--- src/rtl/clk_div_prog.sv ---
// Programmable multi-channel clock-enable generator: each channel divides clk_in
// by a runtime-loadable divisor, with glitch-free divisor swaps and a global phase sync.

module clk_div_chan #(
  parameter int W           = 18,
  parameter int DEFAULT_DIV = 2**(W-1)
) (
  input  logic         clk_in,
  input  logic         rst,
  input  logic         i_en,
  input  logic         i_sync,
  input  logic         i_wr,
  input  logic [W-1:0] i_wval,
  output logic         o_busy,
  output logic         o_clk,
  output logic         o_tick
);
  localparam logic [W-1:0] DEF = W'(DEFAULT_DIV);

  logic [W-1:0] r_cnt, r_act, r_pend;
  logic         r_pend_v;
  logic [W-1:0] w_nxt_act, w_cnt_inc;
  logic         w_wrap;

  // Divisor that governs the next period if a boundary happens on this edge.
  assign w_nxt_act = r_pend_v ? r_pend : r_act;
  assign w_cnt_inc = r_cnt + W'(1);
  assign w_wrap    = i_sync || (r_cnt == r_act - W'(1));
  assign o_busy    = r_pend_v;

  always_ff @(posedge clk_in) begin
    if (rst) begin
      r_act    <= DEF;
      r_cnt    <= DEF - W'(1);
      r_pend   <= '0;
      r_pend_v <= 1'b0;
      o_clk    <= 1'b0;
      o_tick   <= 1'b0;
    end else begin
      if (!i_en) begin
        // Primed at the last count so the first enabled edge starts a full period.
        r_act    <= w_nxt_act;
        r_cnt    <= w_nxt_act - W'(1);
        r_pend_v <= 1'b0;
        o_clk    <= 1'b0;
        o_tick   <= 1'b0;
      end else if (w_wrap) begin
        r_act    <= w_nxt_act;
        r_cnt    <= '0;
        r_pend_v <= 1'b0;
        o_clk    <= 1'b1;
        o_tick   <= 1'b1;
      end else begin
        r_cnt    <= w_cnt_inc;
        o_clk    <= (w_cnt_inc < (r_act >> 1));
        o_tick   <= 1'b0;
      end
      // A write on a boundary edge lands after the swap above, so it waits a period.
      if (i_wr) begin
        r_pend   <= i_wval;
        r_pend_v <= 1'b1;
      end
    end
  end
endmodule

module clk_div_prog #(
  parameter int W           = 18,
  parameter int CH          = 2,
  parameter int DEFAULT_DIV = 2**(W-1),
  localparam int SW         = (CH > 1) ? $clog2(CH) : 1
) (
  input  logic          clk_in,
  input  logic          rst,
  input  logic [CH-1:0] en,
  input  logic          sync,
  input  logic          div_wr,
  input  logic [SW-1:0] div_sel,
  input  logic [W-1:0]  div_val,
  output logic [CH-1:0] div_busy,
  output logic [CH-1:0] clk_out,
  output logic [CH-1:0] tick
);
  logic [CH-1:0] w_wr;
  logic [W-1:0]  w_wval;

  assign w_wval = (div_val < W'(2)) ? W'(2) : div_val;

  // Selects >= CH match no channel and are dropped.
  for (genvar gi = 0; gi < CH; gi++) begin : g_dec
    assign w_wr[gi] = div_wr && (div_sel == SW'(gi));
  end

  clk_div_chan #(.W(W), .DEFAULT_DIV(DEFAULT_DIV)) u_ch [CH-1:0] (
    .clk_in (clk_in),
    .rst    (rst),
    .i_en   (en),
    .i_sync (sync),
    .i_wr   (w_wr),
    .i_wval (w_wval),
    .o_busy (div_busy),
    .o_clk  (clk_out),
    .o_tick (tick)
  );
endmodule

--- config.mk ---
export PLATFORM = sky130hd
export DESIGN_NAME = clk_div_prog
export DESIGN_NICKNAME = d
export VERILOG_FILES = /design/src/rtl/clk_div_prog.sv
export SDC_FILE = /design/constraint.sdc
export NUM_CORES = 1
export LEC_CHECK = 0
export BUFFER_PORTS_ARGS = -buffer_cell sky130_fd_sc_hd__buf_4
export CAP_MARGIN = 20
export CELL_PAD_IN_SITES_DETAIL_PLACEMENT = 1
export CELL_PAD_IN_SITES_GLOBAL_PLACEMENT = 1
export CORE_UTILIZATION = 45
export DETAILED_ROUTE_END_ITERATION = 16
export PLACE_DENSITY = 0.87
export SLEW_MARGIN = 15
export SYNTH_ARGS = -nofsm -noshare
export SYNTH_HDL_FRONTEND = slang
export SYNTH_HIERARCHICAL = 1
export SYNTH_SLANG_ARGS = --single-unit
--- constraint.sdc ---
create_clock -name clk_in -period 4.7 [get_ports clk_in]
set_input_delay 0.235 -clock clk_in [delete_from_list [all_inputs] [get_ports clk_in]]
set_output_delay 0.235 -clock clk_in [all_outputs]
set_load 0.005 [all_outputs]
# Word level (Yosys, flattened, before mapping)
# Cells that the tools add are included.
[op_classes]
addsub = 6
n_mul = 0
div_mod_pow = 0
order_cmp = 3
n_eq_ne = 6
n_shift = 0
muxes = 21
bitwise = 3
reduce_logical = 6
[op_table]
columns = ["cell", "n"]
rows = [
  ["two-way mux 18 bit", 11],
  ["subtractor 18 x 1 -> 18 bit, second input constant", 4],
  ["adder 18 x 1 -> 18 bit, second input constant", 2],
  ["== test 18 bit", 2],
  ["less-than comparator 18 x 17 -> 1 bit", 2],
  ["less-than comparator 18 x 2 -> 1 bit, second input constant", 1],
  ["two-way mux 1 bit", 10],
  ["inequality test 3 x 1 -> 1 bit, second input constant", 2],
  ["inequality test 2 x 1 -> 1 bit, second input constant", 2],
  ["OR reduction 2 bit", 2],
  ["inverter 1 bit", 3],
  ["logical AND 1 bit", 2],
  ["logical OR 1 bit", 2],
]
[totals]
ff_bits = 114
latchBits = 0
ramBits = 0
mem_bits_ro = 0
inputBits = 25
output_inout_bits = 6
memories = 0

# Logic depth before layout (Yosys ltp)
[depth]
depth_word = 6
depth_mapped = 13
ltp_nobuf = 13

# Modules after synthesis
# Netlist, hierarchy kept.
[by_module_without_submodules]
columns = ["module", "n_inst", "cells_per_inst", "area_per_inst_um2", "seq_area_each_um2"]
rows = [
  ["clk_div_chan (u_ch[0])", 1, 454, 3947.5, 1141.1],
  ["clk_div_chan (u_ch[1])", 1, 454, 3946.3, 1141.1],
  ["clk_div_prog", 1, 27, 142.6, 0.0],
]

# Worst setup path after synthesis
# OpenSTA, ideal clock, no wires.
[synth_timing]
path_type = "register to register"
startpoint = "register u_ch[0].r_pend_v"
endpoint = "register u_ch[0].r_cnt[14]"
setup_ps = 122
arrival_time_ps = 3207
path_slack_ps = 1372
path_stages_with_launch = 12
path_buffers = 3
period_less_slack_ps = 3328
cell_sequence = "dfxtp_1 clkbuf_1 buf_1 clkbuf_1 mux2i_1 ha_1 o21ai_0 nor3_1 nand2_1 nor2_1 xnor2_1 a221o_1"
[synth_via]
elab_chain_len = 3
[synth_lines]
columns = ["element", "line_no", "rtl"]
rows = [
  ["from (decl)", "21", "logic r_pend_v;"],
  ["from (signal assigned)", "36", "r_pend_v <= 1'b0;"],
  ["from (signal assigned)", "44", "r_pend_v <= 1'b0;"],
  ["from (signal assigned)", "50", "r_pend_v <= 1'b0;"],
  ["two-way mux 18 bit", "26", "assign w_nxt_act = r_pend_v ? r_pend : r_act;"],
  ["subtractor 18 x 1 -> 18 bit", "43", "r_cnt <= w_nxt_act - W'(1);"],
  ["two-way mux 18 bit", "40", "if (!i_en) begin"],
  ["to (signal assigned)", "34", "r_cnt <= DEF - W'(1);"],
  ["to (signal assigned)", "43", ""],
  ["to (signal assigned)", "54", "r_cnt <= w_cnt_inc;"],
  ["to (decl)", "20", "logic [W-1:0] r_cnt, r_act, r_pend;"],
]
# No other way between the ends.
# A chain may end at the register's enable or synchronous reset.

# Final worst setup path
[layout_timing]
startpoint = "register u_ch[0].r_act[0]"
endpoint = "register u_ch[0].r_cnt[8]"
[layout_via]
elab_chain_len = 5
word_cells_on_any_way = 7
cone_classes = "add/sub: 2; eq/ne: 1; mux: 3; reduce/logical: 1"
[layout_lines]
columns = ["element", "line_no", "rtl"]
rows = [
  ["from (decl)", "20", ""],
  ["from (signal assigned)", "42", "r_act <= w_nxt_act;"],
  ["from (signal assigned)", "48", "r_act <= w_nxt_act;"],
  ["subtractor 18 x 1 -> 18 bit", "28", "assign w_wrap = i_sync || (r_cnt == r_act - W'(1));"],
  ["== test 18 bit", "28", ""],
  ["logical OR 1 bit", "28", ""],
  ["two-way mux 18 bit", "47", "end else if (w_wrap) begin"],
  ["two-way mux 18 bit (*)", "40", ""],
]
# Every way passes the cells marked *; elsewhere a longest branch is shown, timed or not.

==> flow_metrics.env <==
export IMPL_antenna_cells=0
export IMPL_wl_per_cell_um=21.1
export IMPL_cts_hold_fix_buffers=0
export IMPL_clk_pin_slew_ns=0.06
export IMPL_vdd_drop_max_mv=0.276
export IMPL_p_seq_frac=0.329
export IMPL_synth_ff_type="dfxtp_1"
export IMPL_fmax_ghz=0.278
export IMPL_hold_violations=0
export IMPL_critPathMaxStageDelay_ns=0.60
export IMPL_cts_sinks=114
export IMPL_num_rows=48
export IMPL_ys_warnings_count=6
export IMPL_routed_wl_mm=24.3
export IMPL_start_util=0.463
export IMPL_routabilityCongestion=0.868
export IMPL_tns_ns=0
export IMPL_period_minus_slack_ns=3.60
export IMPL_track_usage=0.278
export IMPL_synth_top_cell_area_share=0.284
export IMPL_syn_nets=998
export IMPL_fin_total_pwr_mw=3.36
export IMPL_vias=7017
export IMPL_setup_viol=0
export IMPL_worstPathArrival_ns=3.91
export IMPL_finClkSkew_ns=0.00580
export IMPL_synth_seq_cells=114
export IMPL_cp_required_ns=5.01
export IMPL_die_w_um=136
export IMPL_synth_area_mm2=0.00804
export IMPL_grt_overflow_total=0
export IMPL_postCtsSetupRepairBufs=0
export IMPL_drc=0
export IMPL_clk_latency_ns=0.43
export IMPL_start_kind="register"
export IMPL_cts_root_buf="clkbuf_16"
export IMPL_grt_pass1_vias=7447
export IMPL_grt_pass1_wl_mm=39.6
export IMPL_ys_seq_area_frac=0.284
export IMPL_syn_avg_cell_area_um2=8.60
export IMPL_synth_top_area_cell="dfxtp_1"
export IMPL_io_pins=31
export IMPL_syn_inst=935
export IMPL_switching_share=0.290
export IMPL_h_tree_depth=4
export IMPL_syn_to_final_growth_pct=11.5
export IMPL_utilization=0.516
export IMPL_cts_buffer_depth=2
export IMPL_clkPwrFrac=0.456
export IMPL_cp_cell_sequence="inv_1 > ha_1 > nor3b_4 > and2_1 > a41oi_1 > or4_4 > a2111oi_4 > a31oi_4 > a221o_1"
export IMPL_portBuffers=30
export IMPL_synth_async_reset_ratio=0
export IMPL_drt_pass1_iterations=5
export IMPL_cts_buffers=17
export IMPL_drv_cap=0
export IMPL_grt_start_max_net_pins=59
export IMPL_cts_tree="done"
export IMPL_period_share=0.767
export IMPL_rsz0062_at_grt="false"
export IMPL_powerDensity_mw_per_mm2=376
export IMPL_critPathSlowestCell="or4_4"
export IMPL_hold_class="in2reg"
export IMPL_first_iter_violations=465
export IMPL_path_class="reg2reg"
export IMPL_hold_slack_ns=0.0750
export IMPL_p_leak_nw=3.51
export IMPL_worst_slack_ns=1.10
export IMPL_fill_cells=1994
export IMPL_core_area_mm2=0.0174
export IMPL_path_max_fanout=27
export IMPL_dieArea_mm2=0.0184
export IMPL_die_h_um=136
export IMPL_antenna_found_initial=1
export IMPL_via_per_inst=6.08
export IMPL_yosys_cell_types_count=64
export IMPL_synth_area_leaders="dfxtp_1 (28%), mux2i_1 (12%), xnor2_1 (7.0%)"
export IMPL_intPower_mw=2.39
export IMPL_place_ws_ns=1.25
export IMPL_place_hpwl_mm=16.9
export IMPL_maxSlewHeadroom=0.361
export IMPL_postRouteAntennaNets=0
export IMPL_status="completed"
export IMPL_ctsResizeCount=0
export IMPL_tightestPinTransition_ns=0.958
export IMPL_p_switching_uw=974
export IMPL_synth_edf_count=0
export IMPL_p_comb_frac=0.214
export IMPL_cp_end_kind="register"
export IMPL_nets=979
export IMPL_drive_gt1_frac=0.107
export IMPL_slew_violations=0
## metrics by stage
stage	instance area (um2)	instances
CTS	8960	1154
detailed placement	8260	1122
floorplan	8040	935
global placement	8260	1122
finish	8960	1154
global route	8960	1154
## critical path: cells and delay by family, from the launching register on
kind,cells,cell delay [ns]
buf+inv,1,0.13
flops,1,0.39
compound gates,4,1.45
simple gates,3,1.32
fa+ha+maj,1,0.18
## power by group through the flow
stage	Sequential (mW)	Combinational [mW]	Clock, mW
6_report	1.11	0.720	1.54
5_1_grt	1.11	0.787	1.59
4_1_cts	1.11	0.713	1.55
3_5_place_dp	1.12	0.691	0
3_3_place_gp	1.12	0.661	0
2_1_floorplan	1.09	0.543	0
## worst paths after layout
| kind | startpoint | cells after the start | slack (ns) | to |
|---|---|---|---|---|
| setup / recovery | u_ch[0]/r_act[0] | 9 | 1.10 | u_ch[0]/r_cnt[8] |
| hold / removal | div_val[2] | 3 | 0.08 | u_ch[1]/r_pend[2] |
| setup reg to reg | u_ch[0]/r_act[0] | 9 | 1.10 | u_ch[0]/r_cnt[8] |
| hold reg to reg | u_ch[1]/r_pend[7] | 2 | 0.49 | u_ch[1]/r_act[7] |
## cell usage after synthesis, types with 5 or more instances
master and instances:
mux2_1 8, xor2_1 40, buf_1 9, nand4_1 20, o21ai_0 12, and3_1 14
nor2_1 111, nand3_1 20, mux2_2 8, nor3_1 21, a21o_1 10, or4_1 5
and2_1 7, inv_1 47, o211ai_1 8, nand2_1 74, buf_2 9, ha_1 38
dfxtp_1 114, a31oi_1 9, xnor2_1 64, a21oi_1 14, nand2b_1 6, mux2i_1 94
a221o_1 32, clkbuf_1 48
## layer usage
layer	GRT usage	vias up	share of wire
li1	-	3267	-
met4	0.134	0	0.035
met1	0.345	3504	0.45
met5	0	-	0
met3	0.0445	67	0.032
met2	0.466	179	0.49
## registers in the layout, indices dropped and copies added (netlist names)
name / count
u_ch/o_clk: 2
u_ch/o_tick: 2
u_ch/r_cnt: 36
u_ch/r_pend: 36
u_ch/o_busy: 2
u_ch/r_act: 36
## placed cells by master (no fill, tap or decap), types with 6 or more instances in the layout
| master | instances |
|---|---|
| nand4_1 | 20 |
| buf_4 | 36 |
| bufinv_16 | 6 |
| nand2_1 | 74 |
| clkbuf_16 | 17 |
| a221o_1 | 32 |
| a21o_1 | 10 |
| mux2_1 | 8 |
| xnor2_1 | 64 |
| nand2b_1 | 6 |
| nand3_1 | 20 |
| a21oi_1 | 14 |
| mux2_2 | 8 |
| xor2_1 | 40 |
| mux2i_1 | 94 |
| nor3_1 | 21 |
| ha_1 | 38 |
| and3_1 | 14 |
| inv_1 | 47 |
| o21ai_0 | 12 |
| and2_1 | 6 |
| dfxtp_1 | 114 |
| a31oi_1 | 9 |
| o211ai_1 | 8 |
| nor2_1 | 111 |
## cell families (layout without fill, tap and decap cells)
family	after synthesis	in the layout	synth area share
simple gates	318	318	0.204
mux	110	110	0.139
flops	114	114	0.284
buf+inv	123	117	0.0648
xor+xnor	106	106	0.119
compound gates	126	126	0.130
fa+ha+maj	38	38	0.0592
## area by class of cell
cell class                 instances  area [um2]  share of cell area
clock inverter                    10         200              0.0223
sequential                       114        2280               0.255
clock buffer                      22         494              0.0552
tap                              225         282              0.0314
inverter                          49         184              0.0205
timing repair buffer              36         270              0.0302
multi-input combinational        698        5250               0.586
Note: power is estimated with default switching activity, not from simulation.
